==> src/rtl/dmem_pkg.sv <==
// Shared encodings for the data-memory load/store unit.
// Size codes, FSM states and default RAM depth.
package dmem_pkg;

  localparam int DEPTH_DEF = 1024;

  localparam logic [1:0] SZ_BYTE = 2'b00;
  localparam logic [1:0] SZ_HALF = 2'b01;
  localparam logic [1:0] SZ_WORD = 2'b10;
  localparam logic [1:0] SZ_RSV  = 2'b11;

  typedef enum logic [2:0] {
    ST_IDLE,
    ST_ISSUE,
    ST_CAPTURE,
    ST_MERGE,
    ST_RESP
  } lsu_state_e;

endpackage

==> src/rtl/dmem_lane.sv <==
// Byte/half lane extraction for loads and lane merge for stores.
// Purely combinational; shared by the capture and merge paths.
module dmem_lane
  import dmem_pkg::*;
(
  input  logic [31:0] word,
  input  logic [31:0] wdata,
  input  logic [1:0]  offset,
  input  logic [1:0]  size,
  input  logic        sgn,
  output logic [31:0] ldata,
  output logic [31:0] mdata
);

  logic [7:0]  lane_b;
  logic [15:0] lane_h;

  // select the addressed byte and halfword of the RAM word
  always_comb begin
    lane_b = word[8*offset +: 8];
    lane_h = offset[1] ? word[31:16] : word[15:0];
  end

  // extend the selected lane into a full load result
  always_comb begin
    ldata = word;
    unique case (1'b1)
      (size == SZ_BYTE):
        ldata = {{24{sgn & lane_b[7]}}, lane_b};
      (size == SZ_HALF):
        ldata = {{16{sgn & lane_h[15]}}, lane_h};
      default:
        ldata = word;
    endcase
  end

  // replace the addressed lane with right-aligned store data
  always_comb begin
    mdata = word;
    unique case (1'b1)
      (size == SZ_BYTE):
        mdata[8*offset +: 8] = wdata[7:0];
      (size == SZ_HALF):
        mdata[16*offset[1] +: 16] = wdata[15:0];
      default:
        mdata = wdata;
    endcase
  end

endmodule

==> src/rtl/dmem_lsu.sv <==
// Load/store unit driving a word-organised synchronous data RAM.
// Sub-word stores are done as read-modify-write.
module dmem_lsu
  import dmem_pkg::*;
#(
  parameter int DEPTH = DEPTH_DEF,
  parameter int IDX_W = 10
) (
  input  logic        clk,
  input  logic        rst,
  input  logic        req_valid,
  output logic        req_ready,
  input  logic        req_we,
  input  logic [1:0]  req_size,
  input  logic        req_signed,
  input  logic [31:0] req_addr,
  input  logic [31:0] req_wdata,
  output logic        resp_valid,
  output logic        resp_err,
  output logic [31:0] resp_rdata,
  output logic        mem_ena,
  output logic        mem_wena,
  output logic        mem_rena,
  output logic [31:0] mem_addr,
  output logic [31:0] mem_wdata,
  input  logic [31:0] mem_rdata
);

  lsu_state_e  state;
  logic        we_q;
  logic [1:0]  size_q;
  logic        sgn_q;
  logic [31:0] addr_q;
  logic [31:0] wdata_q;
  logic        err_q;

  logic        issue_err;
  logic [31:0] ldata;
  logic [31:0] mdata;
  logic        ena_c;
  logic        wena_c;
  logic        rena_c;
  logic [31:0] wd_c;

  dmem_lane u_lane (
    .word   (mem_rdata),
    .wdata  (wdata_q),
    .offset (addr_q[1:0]),
    .size   (size_q),
    .sgn    (sgn_q),
    .ldata  (ldata),
    .mdata  (mdata)
  );

  // alignment, reserved-size and range check on the latched request
  always_comb begin
    issue_err = (size_q == SZ_RSV)
              | ((size_q == SZ_HALF) & addr_q[0])
              | ((size_q == SZ_WORD) & (|addr_q[1:0]))
              | (addr_q[31:2] >= 30'(DEPTH));
  end

  // request latch and sequencing
  always_ff @(posedge clk) begin
    if (rst) begin
      state   <= ST_IDLE;
      we_q    <= 1'b0;
      size_q  <= SZ_BYTE;
      sgn_q   <= 1'b0;
      addr_q  <= '0;
      wdata_q <= '0;
      err_q   <= 1'b0;
    end else begin
      unique case (state)
        ST_IDLE: begin
          if (req_valid) begin
            we_q    <= req_we;
            size_q  <= req_size;
            sgn_q   <= req_signed;
            addr_q  <= req_addr;
            wdata_q <= req_wdata;
            err_q   <= 1'b0;
            state   <= ST_ISSUE;
          end
        end
        ST_ISSUE: begin
          err_q <= issue_err;
          if (issue_err)
            state <= ST_RESP;
          else if (!we_q)
            state <= ST_CAPTURE;
          else if (size_q == SZ_WORD)
            state <= ST_RESP;
          else
            state <= ST_MERGE;
        end
        ST_CAPTURE: state <= ST_IDLE;
        ST_MERGE:   state <= ST_RESP;
        ST_RESP:    state <= ST_IDLE;
        default:    state <= ST_IDLE;
      endcase
    end
  end

  // RAM strobes and write data decoded from state
  always_comb begin
    ena_c  = 1'b0;
    wena_c = 1'b0;
    rena_c = 1'b0;
    wd_c   = '0;
    unique case (state)
      ST_ISSUE: begin
        if (!issue_err) begin
          ena_c = 1'b1;
          if (we_q && size_q == SZ_WORD) begin
            wena_c = 1'b1;
            wd_c   = wdata_q;
          end else begin
            rena_c = 1'b1;
          end
        end
      end
      ST_MERGE: begin
        ena_c  = 1'b1;
        wena_c = 1'b1;
        wd_c   = mdata;
      end
      default: ;
    endcase
  end

  // gate RAM port with reset; idle address/data forced to zero
  always_comb begin
    mem_ena   = ena_c & ~rst;
    mem_wena  = wena_c & ~rst;
    mem_rena  = rena_c & ~rst;
    mem_addr  = mem_ena ?
      {{(32-IDX_W){1'b0}}, addr_q[IDX_W+1:2]} : '0;
    mem_wdata = mem_ena ? wd_c : '0;
  end

  // handshake and response outputs
  always_comb begin
    req_ready  = (state == ST_IDLE);
    resp_valid = ~rst & ((state == ST_CAPTURE)
                       | (state == ST_RESP));
    resp_err   = ~rst & (state == ST_RESP) & err_q;
    resp_rdata = (~rst & (state == ST_CAPTURE)) ?
                 ldata : '0;
  end

endmodule

==> config.mk <==
export PLATFORM = sky130hd
export DESIGN_NAME = dmem_lsu
export DESIGN_NICKNAME = d
export VERILOG_FILES = /design/src/rtl/dmem_pkg.sv /design/src/rtl/dmem_lane.sv /design/src/rtl/dmem_lsu.sv
export SDC_FILE = /design/constraint.sdc
export NUM_CORES = 1
export LEC_CHECK = 0
export ABC_CLOCK_PERIOD_IN_PS = 3600
export CORE_MARGIN = 1
export CORE_UTILIZATION = 45
export DETAILED_ROUTE_END_ITERATION = 7
export MAX_ROUTING_LAYER = met4
export PLACE_DENSITY = 0.83
export SKIP_CTS_REPAIR_TIMING = 1
export SLEW_MARGIN = 40
export SYNTH_ARGS = -nofsm -noshare
export SYNTH_HDL_FRONTEND = slang
export SYNTH_SLANG_ARGS = --single-unit
export TNS_END_PERCENT = 100
==> constraint.sdc <==
create_clock -name clk -period 3.6 [get_ports clk]
set_clock_uncertainty 0.2 [all_clocks]
set_input_delay 0.72 -clock clk [delete_from_list [all_inputs] [get_ports clk]]
set_output_delay 0.72 -clock clk [all_outputs]
set_load 0.05 [all_outputs]
======== Word level (Yosys, flattened, before mapping) ========
Index checks and enable logic that the tools add are counted.
operators by class
  reductions and logical operators ........ 7
  bitwise logic cells ..................... 16
  shift-type cells ........................ 5
  add/sub/neg operators ................... 2
  magnitude comparators ................... 1
  equal/unequal tests ..................... 8
  muxes and demuxes ....................... 26
operators with widths
  kind                      count
  $pmux 32 s2               3
  $mux 32                   4
  $neg 5->34                2
  $bwmux 32                 2
  $shift 16x34->32 const A  1
  $shift 8x34->32 const A   1
  $shiftx 16x34->32         1
  $shiftx 8x34->32          1
  $shiftx 32x6->8           1
  $ge 30x11->1 const B      1
  $mux 16                   1
  $mux 3                    4
  $and 1x1->1               11
  $mux 10                   1
  $pmux 3 s3                1
  $mux 1                    7
  $eq 3x2->1 const B        2
  $pmux 1 s2                3
  $eq 2x2->1 const B        2
  $or 1x1->1                4
  $reduce_and 2->1          2
  $eq 3x1->1 const B        1
  $eq 3x3->1 const B        1
  $logic_not 3->1           1
  7 further kinds           7
word-level totals
  word-level logic and storage cells ...... 72
  flip-flop bits (word level) ............. 72
  output and inout bits ................... 102
  input port bits ......................... 103

======== Depth between registers and ports, before layout ========
  depth in word-level cells ............... 9
  gate-level depth with buffers ........... 11
  mapped depth without buffers ............ 6

======== By module ========
A second synthesis with hierarchy kept.
second synthesis, totals
  cell total of the unflattened synthesis .. 721
  area total of the unflattened synthesis .. 5489.0 um2
modules (own cells, without submodules)
  module     seq. area each (um2)  cells an instance  instances  area each (um2)
  dmem_lsu   1441.4                445                1          3504.6
  dmem_lane  0.0                   276                1          1984.4

======== Least setup slack after synthesis ========
No wires, ideal clock.
  kind .................................... reg-to-output
  start point ............................. register addr_q[1]
  end point ............................... output mem_wdata[0]
  path slack .............................. -0.706 ns
  stages on the path, launching flop included .. 10
  arrival ................................. 3.386 ns
  buffers on the path ..................... 4
  data required time ...................... 2.680 ns
  cell sequence ........................... dfxtp_1 > buf_4 > buf_2 > buf_1 > inv_1 > ha_1 > a2111oi_4 > buf_2 > nand2_1 > a311oi_1
on the way
  longest elaborated chain between the ends .. 8
  elaborated cells on any way between the ends .. 19
  those cells by class .................... 2 x add/sub; 4 x shift; 8 x mux; 4 x bitwise; 1 x reduce/logical
ends and longest elaborated chain
  item                                                line             RTL
  start, declared                                     dmem_lsu.sv:33   logic [31:0] addr_q;
  start signal, assigned                              dmem_lsu.sv:80   addr_q <= req_addr;
  branches (longest 7 deep; another with $neg 5->34)  -
  $mux 32 (*)                                         dmem_lsu.sv:139  mem_wdata = mem_ena ? wd_c : '0;
  end, declared                                       dmem_lsu.sv:25   output logic [31:0] mem_wdata,
Every way passes the cells marked *.

======== Worst setup path after layout ========
  start point ............................. input mem_rdata[23]
  end point ............................... output resp_rdata[14]
on the way
  longest elaborated chain between the ends .. 4
ends and longest elaborated chain
  item             line             RTL
  start, declared  dmem_lsu.sv:26   input logic [31:0] mem_rdata
  $shiftx 32x6->8  dmem_lane.sv:20  lane_b = word[8*offset +: 8];
  $and 1x1->1      dmem_lane.sv:29  ldata = {{24{sgn & lane_b[7]}}, lane_b};
  $pmux 32 s2      dmem_lane.sv:27  unique case (1'b1)
  $mux 32          dmem_lsu.sv:148  resp_rdata = (~rst & (state == ST_CAPTURE)) ?
  end, declared    dmem_lsu.sv:20   output logic [31:0] resp_rdata,
No other way between the ends.

==> impl_metrics.env <==
export IMPL_synthTopCellsByArea="dfxtp_1 (28%), a21oi_1 (12%), nand2_1 (11%)"
export IMPL_cts_tree="done"
export IMPL_run_status="finished clean"
export IMPL_final_common_cell="nand2_1"
export IMPL_crit_type="input pin to primary output"
export IMPL_hpwlAfterDp_mm=15.0
export IMPL_grt_overflow_total=0
export IMPL_syn_cell_area_um2=5180
export IMPL_cp_start_kind="input pin"
export IMPL_drt_vias_per_instance=5.98
export IMPL_root_buffer="clkbuf_16"
export IMPL_rows=38
export IMPL_crit_family="buffers and inverters"
export IMPL_wl_met3_mm=1.68
export IMPL_fmax_ghz=0.281
export IMPL_drv_max_cap_violation_count=0
export IMPL_cellPowerDensity_nw_per_um2=314
export IMPL_grt_use_total_pct=34.9
export IMPL_ys_seq_area_share_pct=27.8
export IMPL_hold_class="register to register"
export IMPL_num_io_pins=205
export IMPL_required_ps=2680
export IMPL_hold_viol=0
export IMPL_worst_pin_slew_ps=767
export IMPL_clockBufferDepth=2
export IMPL_wl_mm=20.2
export IMPL_setup_viol=0
export IMPL_wl_met2_mm=9.52
export IMPL_num_antenna_cells=0
export IMPL_synth_top_area_share_pct=27.8
export IMPL_fillers=843
export IMPL_area_delta_synth_final_pct=53.7
export IMPL_ys_async_sr_fraction_pct=0
export IMPL_ys_types=56
export IMPL_cts_buffers_inserted=9
export IMPL_slew_headroom_pct=48.9
export IMPL_dieArea_um2=12000
export IMPL_period_share_pct=98.9
export IMPL_timing_hold_ws_ps=254
export IMPL_ant_nets=0
export IMPL_drt_first_pass_iters=7
export IMPL_gp_congestion=0.946
export IMPL_final_area_um2=7970
export IMPL_final_cell_mix="nand2_1 (149), a21oi_1 (107), clkdlybuf4s50_1 (102)"
export IMPL_worstSetupEndpointType="primary output"
export IMPL_setup_slack_ps=40.1
export IMPL_p_leak_nw=3.07
export IMPL_h_tree_depth=3
export IMPL_cts_sinks=72
export IMPL_yosysWarnings=0
export IMPL_io_buffers=182
export IMPL_grt_max_degree=72
export IMPL_antenna_found_initial=0
export IMPL_cp_max_fo=6
export IMPL_floorplan_initialDensity_pct=47.0
export IMPL_coreArea_um2=11000
export IMPL_routedWlPerCell_um=20.0
export IMPL_cp_cell_sequence="clkdlybuf4s50_1 > mux4_2 > a21o_1 > buf_12 > o221a_2 > buf_4"
export IMPL_grt_pass1_wl_mm=30.7
export IMPL_layout_nets=977
export IMPL_rsz0062_at_grt="no"
export IMPL_power_mw=2.50
export IMPL_period_needed_ps=3560
export IMPL_path_clk_slew_ps=60
export IMPL_r2r_slack_ps=1160
export IMPL_grt_pass1_vias=5744
export IMPL_met1Wirelength_mm=8.50
export IMPL_insertion_delay_ps=340
export IMPL_netlist_instances=706
export IMPL_post_route_drc_count=0
export IMPL_crit_arrival_ps=2640
export IMPL_dr_max_layer_used="met4"
export IMPL_maxSlewViolCount=0
export IMPL_drtIter0Drc=549
export IMPL_ys_ff_latch=72
export IMPL_vias=6066
export IMPL_synth_flop_cell="dfxtp_1"
export IMPL_synth_edf_count=0
export IMPL_max_stage_delay_ps=500
export IMPL_synth_top_cell_by_area="dfxtp_1"
export IMPL_slowest_stage="clkdlybuf4s50_1"
export IMPL_die_h_um=109
export IMPL_final_layout_size_suffix_gt1_share_pct=24.3
export IMPL_post_place_ws_ps=75.6
export IMPL_dpl_instance_area_um2=7620
export IMPL_synth_avg_cell_area_um2=7.34
export IMPL_die_width_um=109
export IMPL_crit_buf_inv=3
export IMPL_ir_drop_uv=333
==> synthesized netlist by cell type, drive strengths merged, types with 2 or more instances <==
cell     number
mux2         18
nand3         2
a21oi       128
nand3b        3
a311oi        8
nor2b         4
nand2b        3
nand2       150
a21boi        2
nand4        26
o22ai        23
nor2         23
a221oi       16
mux4          8
o221a         7
nor4bb        2
o21ai         2
or4           3
or3          16
buf          50
nor4          5
a21o          2
clkbuf       40
o21a          8
inv          34
a221o         8
a2111oi       2
o211ai        9
ha            5
nor3          9
dfxtp        72
and3          3
==> flip-flops by register name (all words and copies together) (netlist names) <==
| name | cells |
|---|---|
| err_q | 1 |
| sgn_q | 1 |
| state | 3 |
| size_q | 2 |
| wdata_q | 32 |
| addr_q | 32 |
| we_q | 1 |
==> path summary, 6_finish.rpt <==
path / start / endpoint / cells past startpoint
worst max-delay path: mem_rdata[23] / resp_rdata[14] / 6
worst min-delay path: addr_q[30]$_SDFFE_PP0P_ / addr_q[30]$_SDFFE_PP0P_ / 2
worst max register to register: state[0]$_SDFFE_PP0P_ / wdata_q[13]$_SDFFE_PP0P_ / 5
worst min register to register: addr_q[30]$_SDFFE_PP0P_ / addr_q[30]$_SDFFE_PP0P_ / 2
==> power breakdown <==
group	leakage (nW)	total (mW)	internal, mW	switching, mW
Sequential	0.591	0.907	0.849	0.0581
Clock	0.149	0.928	0.550	0.378
Combinational	2.33	0.664	0.281	0.383
==> final cells by class <==
class / instances / area (µm²) / share of cell area (%)
Sequential cell: 72 / 1440 / 18.1
Tap cell: 140 / 175 / 2.20
Clock inverter: 7 / 83.8 / 1.05
Clock buffer: 9 / 225 / 2.83
Timing Repair Buffer: 221 / 2400 / 30.1
Multi-Input combinational cell: 530 / 3510 / 44.1
Inverter: 35 / 131 / 1.65
==> kinds of logic after synthesis <==
| logic type | synth area share, % |
|---|---|
| AND/OR/NAND/NOR | 23.5 |
| flip-flops | 27.8 |
| buffers and inverters | 11.6 |
| AO/OA/AOI/OAI | 28.1 |
| XOR/XNOR | 0.169 |
| other | 0.0723 |
| multiplexers | 7.58 |
| adder cells (fa/ha/maj) | 1.21 |
==> through the flow <==
stage               util (%)  instances  TNS (ps)
detailed placement      69.1        994         0
global placement        69.1        994         0
global route            72.2       1014         0
floorplan                  -        727      -806
finish                  72.2       1014         0
CTS                     71.9       1010     -17.5
==> worst min-delay path, stage by stage (launching register included) <==
cell and delay [ps]:
dfxtp_1 310, nand2_1 50, a21oi_1 50
==> per-layer routing <==
metal,vias to the layer above,GRT usage (%)
li1,2814,-
met1,2890,44.5
met2,316,56.4
met3,46,5.22
met4,0,11.9
met5,-,-
(Power assumes the default switching activity.)
